File: config.mk
export PLATFORM = sky130hd
export DESIGN_NAME = idli_sqi_resp_m
export DESIGN_NICKNAME = d
export VERILOG_FILES = /design/src/rtl/idli_pkg.sv /design/src/rtl/idli_sqi_resp_mem_m.sv /design/src/rtl/idli_sqi_resp_m.sv
export SDC_FILE = /design/constraint.sdc
export NUM_CORES = 2
export LEC_CHECK = 0
export CAP_MARGIN = 20
export CELL_PAD_IN_SITES_DETAIL_PLACEMENT = 1
export CELL_PAD_IN_SITES_GLOBAL_PLACEMENT = 2
export CORE_AREA = 2 2 487 489
export DETAILED_ROUTE_END_ITERATION = 8
export DIE_AREA = 0 0 489 491
export PLACE_DENSITY = 0.68
export SYNTH_ARGS = -nofsm -noshare
export SYNTH_HDL_FRONTEND = slang
export SYNTH_SLANG_ARGS = --single-unit
File: constraint.sdc
create_clock -name i_sresp_gck -period 7.8 [get_ports i_sresp_gck]
set_input_delay 0.78 -clock i_sresp_gck [delete_from_list [all_inputs] [get_ports i_sresp_gck]]
set_output_delay 0.78 -clock i_sresp_gck [all_outputs]
set_load 0.05 [all_outputs]
File: src/rtl/idli_pkg.sv
// ----------------------------------------------------------------------------
// idli_pkg
// Shared types and constants for the idli SQI memory path.
//   sqi_resp_state_t  : responder FSM states
//   SQI_CMD_WRITE     : sequential write command byte
//   SQI_CMD_READ      : sequential read command byte
//   SQI_DUMMY_NIBBLES : turnaround nibbles between address and read data
//   sqi_addr_next()   : 16-bit address increment, wraps 0xFFFF -> 0x0000
// ----------------------------------------------------------------------------
package idli_pkg;

   typedef enum logic [2:0] {
      SQI_RESP_IDLE    = 3'd0,
      SQI_RESP_CMD     = 3'd1,
      SQI_RESP_ADDR    = 3'd2,
      SQI_RESP_DUMMY   = 3'd3,
      SQI_RESP_RD_DATA = 3'd4,
      SQI_RESP_WR_DATA = 3'd5,
      SQI_RESP_ERR     = 3'd6
   } sqi_resp_state_t;

   localparam logic [7:0] SQI_CMD_WRITE     = 8'h02;
   localparam logic [7:0] SQI_CMD_READ      = 8'h03;
   localparam logic [1:0] SQI_DUMMY_NIBBLES = 2'd2;

   function automatic logic [15:0] sqi_addr_next(input logic [15:0] addr);
      return addr + 16'd1;
   endfunction

endpackage

File: src/rtl/idli_sqi_resp_mem_m.sv
// ----------------------------------------------------------------------------
// idli_sqi_resp_mem_m
// DEPTH x 8 byte store for the SQI responder: one write port, one read port
// with a single-cycle registered read. Array contents are never reset.
//   gck      in   system clock
//   rst      in   async active-high reset (read register only)
//   wr_en    in   write strobe
//   wr_idx   in   write byte index
//   wr_data  in   write byte
//   rd_en    in   read strobe; rd_data updates on the next edge
//   rd_idx   in   read byte index
//   rd_data  out  registered read byte, held between reads
// ----------------------------------------------------------------------------
module idli_sqi_resp_mem_m #(
   parameter  int DEPTH = 256,
   localparam int IDX_W = $clog2(DEPTH)
) (
   input  logic             gck,
   input  logic             rst,
   input  logic             wr_en,
   input  logic [IDX_W-1:0] wr_idx,
   input  logic [7:0]       wr_data,
   input  logic             rd_en,
   input  logic [IDX_W-1:0] rd_idx,
   output logic [7:0]       rd_data
);

   logic [7:0] mem_r [DEPTH];

   // Storage write port.
   always_ff @(posedge gck) begin
      if (wr_en) begin
         mem_r[wr_idx] <= wr_data;
      end
   end

   // Registered read port; the byte is held until the next read strobe.
   always_ff @(posedge gck or posedge rst) begin
      if (rst) begin
         rd_data <= 8'h00;
      end else if (rd_en) begin
         rd_data <= mem_r[rd_idx];
      end
   end

endmodule

File: src/rtl/idli_sqi_resp_m.sv
// ----------------------------------------------------------------------------
// idli_sqi_resp_m
// SQI (quad-SPI) SRAM responder. Oversamples CS/SCK/SIO with the system clock,
// decodes command / 16-bit address / dummy / sequential data nibbles and
// services reads and writes from an internal byte array.
//   i_sresp_gck      in   system clock
//   i_sresp_rst      in   async active-high reset
//   i_sresp_cs_n     in   chip select, active-low
//   i_sresp_sck      in   SQI serial clock
//   i_sresp_sio      in   SQI data from initiator
//   o_sresp_sio      out  SQI data to initiator (changes after SCK falls)
//   o_sresp_sio_oe   out  responder drives SIO, only in RD_DATA
//   o_sresp_busy     out  FSM not idle
//   o_sresp_bad_cmd  out  sticky unsupported-command flag, cleared by reset
// ----------------------------------------------------------------------------
module idli_sqi_resp_m
   import idli_pkg::*;
#(
   parameter  int DEPTH = 256,
   localparam int IDX_W = $clog2(DEPTH)
) (
   input  logic       i_sresp_gck,
   input  logic       i_sresp_rst,
   input  logic       i_sresp_cs_n,
   input  logic       i_sresp_sck,
   input  logic [3:0] i_sresp_sio,
   output logic [3:0] o_sresp_sio,
   output logic       o_sresp_sio_oe,
   output logic       o_sresp_busy,
   output logic       o_sresp_bad_cmd
);

   sqi_resp_state_t state_r, state_nxt_s;
   logic        cs_q, sck_q;
   logic [3:0]  sio_q;
   logic        rise_s, fall_s;
   logic [1:0]  nib_q;
   logic [15:0] addr_q;
   logic [3:0]  cmd_hi_r, wr_hi_r;
   logic [7:0]  wr_data_r, rd_data_s, cmd_byte_s;
   logic        is_rd_r, wr_req_r, rd_req_r, cmd_ok_s;
   logic [3:0]  sio_nxt_s;
   logic        oe_nxt_s, bad_cmd_nxt_s;

   // Edges compare the live SCK against its registered copy, so a nibble is
   // taken from sio_q (SIO as seen one cycle before the edge).
   assign rise_s     = i_sresp_sck & ~sck_q;
   assign fall_s     = ~i_sresp_sck & sck_q;
   assign cmd_byte_s = {cmd_hi_r, sio_q};
   assign cmd_ok_s   = (cmd_byte_s == SQI_CMD_WRITE) || (cmd_byte_s == SQI_CMD_READ);

   idli_sqi_resp_mem_m #(.DEPTH(DEPTH)) u_mem (
      .gck     (i_sresp_gck),
      .rst     (i_sresp_rst),
      .wr_en   (wr_req_r),
      .wr_idx  (addr_q[IDX_W-1:0]),
      .wr_data (wr_data_r),
      .rd_en   (rd_req_r),
      .rd_idx  (addr_q[IDX_W-1:0]),
      .rd_data (rd_data_s)
   );

   // Input sampling registers.
   always_ff @(posedge i_sresp_gck or posedge i_sresp_rst) begin
      if (i_sresp_rst) begin
         cs_q  <= 1'b1;
         sck_q <= 1'b0;
         sio_q <= 4'h0;
      end else begin
         cs_q  <= i_sresp_cs_n;
         sck_q <= i_sresp_sck;
         sio_q <= i_sresp_sio;
      end
   end

   // FSM state register.
   always_ff @(posedge i_sresp_gck or posedge i_sresp_rst) begin
      if (i_sresp_rst) begin
         state_r <= SQI_RESP_IDLE;
      end else begin
         state_r <= state_nxt_s;
      end
   end

   // FSM next state; a deselect overrides every other transition.
   always_comb begin
      state_nxt_s = state_r;
      if (cs_q) begin
         state_nxt_s = SQI_RESP_IDLE;
      end else begin
         case (state_r)
            SQI_RESP_IDLE: state_nxt_s = SQI_RESP_CMD;
            SQI_RESP_CMD: begin
               if (rise_s && (nib_q == 2'd1)) begin
                  state_nxt_s = cmd_ok_s ? SQI_RESP_ADDR : SQI_RESP_ERR;
               end else begin
                  state_nxt_s = state_r;
               end
            end
            SQI_RESP_ADDR: begin
               if (rise_s && (nib_q == 2'd3)) begin
                  state_nxt_s = is_rd_r ? SQI_RESP_DUMMY : SQI_RESP_WR_DATA;
               end else begin
                  state_nxt_s = state_r;
               end
            end
            SQI_RESP_DUMMY: begin
               if (rise_s && (nib_q == (SQI_DUMMY_NIBBLES - 2'd1))) begin
                  state_nxt_s = SQI_RESP_RD_DATA;
               end else begin
                  state_nxt_s = state_r;
               end
            end
            SQI_RESP_RD_DATA, SQI_RESP_WR_DATA, SQI_RESP_ERR: state_nxt_s = state_r;
            default: state_nxt_s = SQI_RESP_IDLE;
         endcase
      end
   end

   // FSM outputs: next values of the registered SIO/OE/bad_cmd.
   always_comb begin
      sio_nxt_s     = o_sresp_sio;
      oe_nxt_s      = o_sresp_sio_oe;
      bad_cmd_nxt_s = o_sresp_bad_cmd;
      if (cs_q) begin
         oe_nxt_s = 1'b0;
      end else if (state_r == SQI_RESP_RD_DATA) begin
         if (fall_s) begin
            oe_nxt_s  = 1'b1;
            sio_nxt_s = nib_q[0] ? rd_data_s[3:0] : rd_data_s[7:4];
         end else begin
            oe_nxt_s  = o_sresp_sio_oe;
         end
      end else begin
         oe_nxt_s = 1'b0;
         if ((state_r == SQI_RESP_CMD) && rise_s && (nib_q == 2'd1) && !cmd_ok_s) begin
            bad_cmd_nxt_s = 1'b1;
         end else begin
            bad_cmd_nxt_s = o_sresp_bad_cmd;
         end
      end
   end

   // Output registers.
   always_ff @(posedge i_sresp_gck or posedge i_sresp_rst) begin
      if (i_sresp_rst) begin
         o_sresp_sio     <= 4'h0;
         o_sresp_sio_oe  <= 1'b0;
         o_sresp_busy    <= 1'b0;
         o_sresp_bad_cmd <= 1'b0;
      end else begin
         o_sresp_sio     <= sio_nxt_s;
         o_sresp_sio_oe  <= oe_nxt_s;
         o_sresp_busy    <= (state_nxt_s != SQI_RESP_IDLE);
         o_sresp_bad_cmd <= bad_cmd_nxt_s;
      end
   end

   // Field capture, address counter and memory strobes. Memory accesses are
   // issued the cycle after the triggering SCK edge, using the settled addr_q.
   always_ff @(posedge i_sresp_gck or posedge i_sresp_rst) begin
      if (i_sresp_rst) begin
         nib_q     <= 2'd0;
         addr_q    <= 16'h0000;
         cmd_hi_r  <= 4'h0;
         wr_hi_r   <= 4'h0;
         wr_data_r <= 8'h00;
         is_rd_r   <= 1'b0;
         wr_req_r  <= 1'b0;
         rd_req_r  <= 1'b0;
      end else begin
         wr_req_r <= 1'b0;
         rd_req_r <= 1'b0;
         if (wr_req_r) begin
            addr_q <= sqi_addr_next(addr_q);
         end
         if (cs_q) begin
            nib_q <= 2'd0;
         end else begin
            case (state_r)
               SQI_RESP_IDLE: nib_q <= 2'd0;
               SQI_RESP_CMD: begin
                  if (rise_s) begin
                     cmd_hi_r <= sio_q;
                     nib_q    <= {1'b0, ~nib_q[0]};
                     if (nib_q[0]) begin
                        is_rd_r <= (cmd_byte_s == SQI_CMD_READ);
                     end
                  end
               end
               SQI_RESP_ADDR: begin
                  if (rise_s) begin
                     addr_q <= {addr_q[11:0], sio_q};
                     nib_q  <= nib_q + 2'd1;
                     if ((nib_q == 2'd3) && is_rd_r) begin
                        rd_req_r <= 1'b1;
                     end
                  end
               end
               SQI_RESP_DUMMY: begin
                  if (rise_s) begin
                     nib_q <= (nib_q == (SQI_DUMMY_NIBBLES - 2'd1)) ? 2'd0 : nib_q + 2'd1;
                  end
               end
               SQI_RESP_RD_DATA: begin
                  if (fall_s) begin
                     nib_q <= {1'b0, ~nib_q[0]};
                     if (nib_q[0]) begin
                        addr_q   <= sqi_addr_next(addr_q);
                        rd_req_r <= 1'b1;
                     end
                  end
               end
               SQI_RESP_WR_DATA: begin
                  if (rise_s) begin
                     nib_q <= {1'b0, ~nib_q[0]};
                     if (nib_q[0]) begin
                        wr_data_r <= {wr_hi_r, sio_q};
                        wr_req_r  <= 1'b1;
                     end else begin
                        wr_hi_r <= sio_q;
                     end
                  end
               end
               default: nib_q <= 2'd0;
            endcase
         end
      end
   end

endmodule

==> flow_summary.toml <==
[critical_path]
cp-end-kind = "flip-flop"
cp_slowest_stage_delay_ps = 910
startpoint = "addr_q[0]"
cp_data_arrival_time_ps = 5620
critical_path.max_fanout = 82
slowest_stage = "nor3b_1"
ff2ff_path_depth = 8
cp.required_ps = 8500
reg2reg_from = "addr_q[0]"
cp_cell_sequence = "buf_12, buf_4, mux4_2, mux2i_1, o22ai_1, o21ai_0, nor3b_1, o32ai_1"
startpoint_type = "flip-flop"
worstSetupPathType = "reg -> reg"

[timing]
setup_viol = 0
fin_setup_tns_ps = 0
holdWs_ps = 380
timing.final.ws_setup_ps = 2880
fin_crit_ps = 4920
finalClockSkew_ps = 64.9
rsz0062_at_grt = "false"
hold_violations = 0
tightest_slew_ps = 1190
slew_headroom_pct = 20.7
finalCritPeriodShare_pct = 63.1
slew_viol_final = 0
fmax_ghz = 0.203

[global_routing]
grt_pass1_vias = 41200
overflow = 0
grt_max_degree = 194
antenna_found_initial = 8
track_usage_pct = 18.5
grt_pass1_wl_mm = 318

[yosys]
syn_inst = 3844
synth_nets = 3859
synthFlopType = "edfxtp_1"
synth_top_family_by_area = "multiplexers"
synth_edf_count = 2048
synth_common_cells = "2048 x edfxtp_1, 535 x mux4_2, 292 x nor2_1"
async_flop_share_pct = 2.52
syn-cell-area_mm2 = 0.0819
synth_top_area_cell = "edfxtp_1"
ys_seq_area_share_pct = 76.7
yosysMostFrequentCell = "edfxtp_1"
yosysWarnings = 0
synth-compound-area-share_pct = 2.06
synth-seq-cells = 2101
synthTopCellsByArea = "edfxtp_1 75%, mux4_2 15%, dfrtp_1 1.6%"
synth_simple_gate_area_share_pct = 2.91
synthAdderAreaFrac_pct = 0.107
synth_cell_types = 64
yosys-mux-area-fraction_pct = 16.6
post_synth.cell_area_avg_um2 = 21.3
synth.top_cell.area_share_pct = 75.1
synth_xor_area_share_pct = 0.150

[route]
post-route-drc-count = 0
route.top_layer_used = "met4"
m1WireLength_mm = 94.7
drt-total-wl_mm = 223
antenna_left = 0
drt-pass1-iter-count = 5
drtIter0Drc = 3978
vias_per_cell = 5.46
vias = 39600
route.met3.wl_mm = 13.7
wl_per_cell_um = 30.8
wl_met2_mm = 111

[final_layout]
multi_input_comb_area_mm2 = 0.0180
fillers = 22200
nets = 3938
post-route-util_pct = 39.5
drive_gt1_share_pct = 24.1
seqCellArea_mm2 = 0.0629
area_growth_pct = 13.1

[floorplanning]
ios = 15
initial_core_util_pct = 34.9
die-area_mm2 = 0.240
die_w_um = 489
dieHeight_um = 491
fp-row-count = 178
core_mm2 = 0.235

[hold_path]
hp-class = "in -> reg"
min_from = "i_sresp_cs_n"
min_path_cells = 1

[placement]
gp_congestion = 0.791
port_buffers = 14
hpwl_mm = 133
preCtsSetupSlack_ps = 2840

[clocking]
post_cts_buffers = 0
cts_hold_buf = 0
postCtsResizedCells = 0
cts_buffer_depth = 3
cts_tree = "yes"
cts_made_buffers = 211
htree_levels = 4
cts.sinks = 2101
cts_root_buf = "clkbuf_16"
clock_latency_ps = 870
clk_pin_slew_ps = 60

[pwr]
power_uw = 26900
ir_drop_v = 0.000271
power_density_mw_per_mm2 = 290
p_leak_uw = 0.0329

[flow_run]
cap_violations = 0

[outcome]
status = "complete, no violations"
## worst max-delay path: cells and delay by family, from the launching register on
family | cells | cell delay (ps)
AOI/OAI and AO/OA | 3 | 1030
buffers and inverters | 2 | 1160
and+or+nand+nor | 1 | 910
muxes | 2 | 730
DFF | 1 | 810
## cell type report
class / instances / area share [%]
antenna: 3 / 0.00810
tap: 3150 / 4.25
clock buffer: 257 / 5.95
clock inverter: 130 / 1.42
inverter: 15 / 0.0608
timing repair buffer: 93 / 1.02
sequential: 2101 / 67.9
multi-input combinational: 1501 / 19.4
## per-layer routing
layer,vias to the layer above,GRT usage (%)
li1,16200,-
met5,-,0
met3,254,3.10
met4,0,3.83
met2,1320,30.4
met1,21800,25.9
## flip-flops by register name (all words and copies together), names as in the netlist
signal,flops
u_mem.mem_r,2048
addr_q,8
u_mem.rd_data,8
wr_data_r,8
cmd_hi_r,4
o_sresp_sio,4
sio_q,4
wr_hi_r,4
state_r,3
nib_q,2
cs_q,1
is_rd_r,1
o_sresp_bad_cmd,1
o_sresp_busy,1
o_sresp_sio_oe,1
rd_req_r,1
sck_q,1
wr_req_r,1
## stage by stage
step	instances	area, µm²
3_5_place_dp	6856	85700
4_1_cts	7243	92600
2_1_floorplan	3844	81900
5_1_grt	7249	92600
3_3_place_gp	6853	85700
6_report	7250	92600
## path summary, 6_finish.rpt
path	slack, ps	end
min in group asynchronous	570	o_sresp_busy
max in group asynchronous	6490	addr_q[0]
worst min register to register	480	wr_data_r[5]
worst max-delay path	2880	u_mem.rd_data[2]
worst max register to register	2880	u_mem.rd_data[2]
worst min-delay path	380	cs_q
## layout by cell type, fill, tap and decap left out, types with 11 or more instances in the layout
cell type        netlist  routed
clkbuf_16              0     211
nand2_1               94      94
mux4_2               535     535
edfxtp_1            2048    2048
mux2_2                23      23
clkinv_2               0      50
o22ai_1               43      43
nor3_1                12      11
o21ai_0               50      50
nor2b_1               19      16
dfrtp_4                0      13
dfrtp_1               52      38
bufinv_16              0      18
buf_12                 0      14
clkbuf_1              90      40
inv_1                 13      11
clkinv_1               1      40
mux2i_1              128     128
nand3_2                0      13
a21oi_1               32      32
nand4_1               11      11
nor2_1               292     290
nand3_1               49      36
a22oi_1               50      50
buf_4                 33      60
a211oi_1              14      14
clkdlybuf4s50_1        0      14
and3_1                23      23
## report_power, final
| part | internal [µW] | switching [µW] |
|---|---|---|
| Clock | 5650 | 4430 |
| Sequential | 12200 | 216 |
| Combinational | 1700 | 2600 |
| Total | 19600 | 7250 |
## cell families after synthesis
group,Yosys count
compound gates,252
xor+xnor,14
fa+ha+maj,7
buf+inv,242
flops,2101
mux,686
simple gates,542
Note: power is estimated with default switching activity, not from simulation.
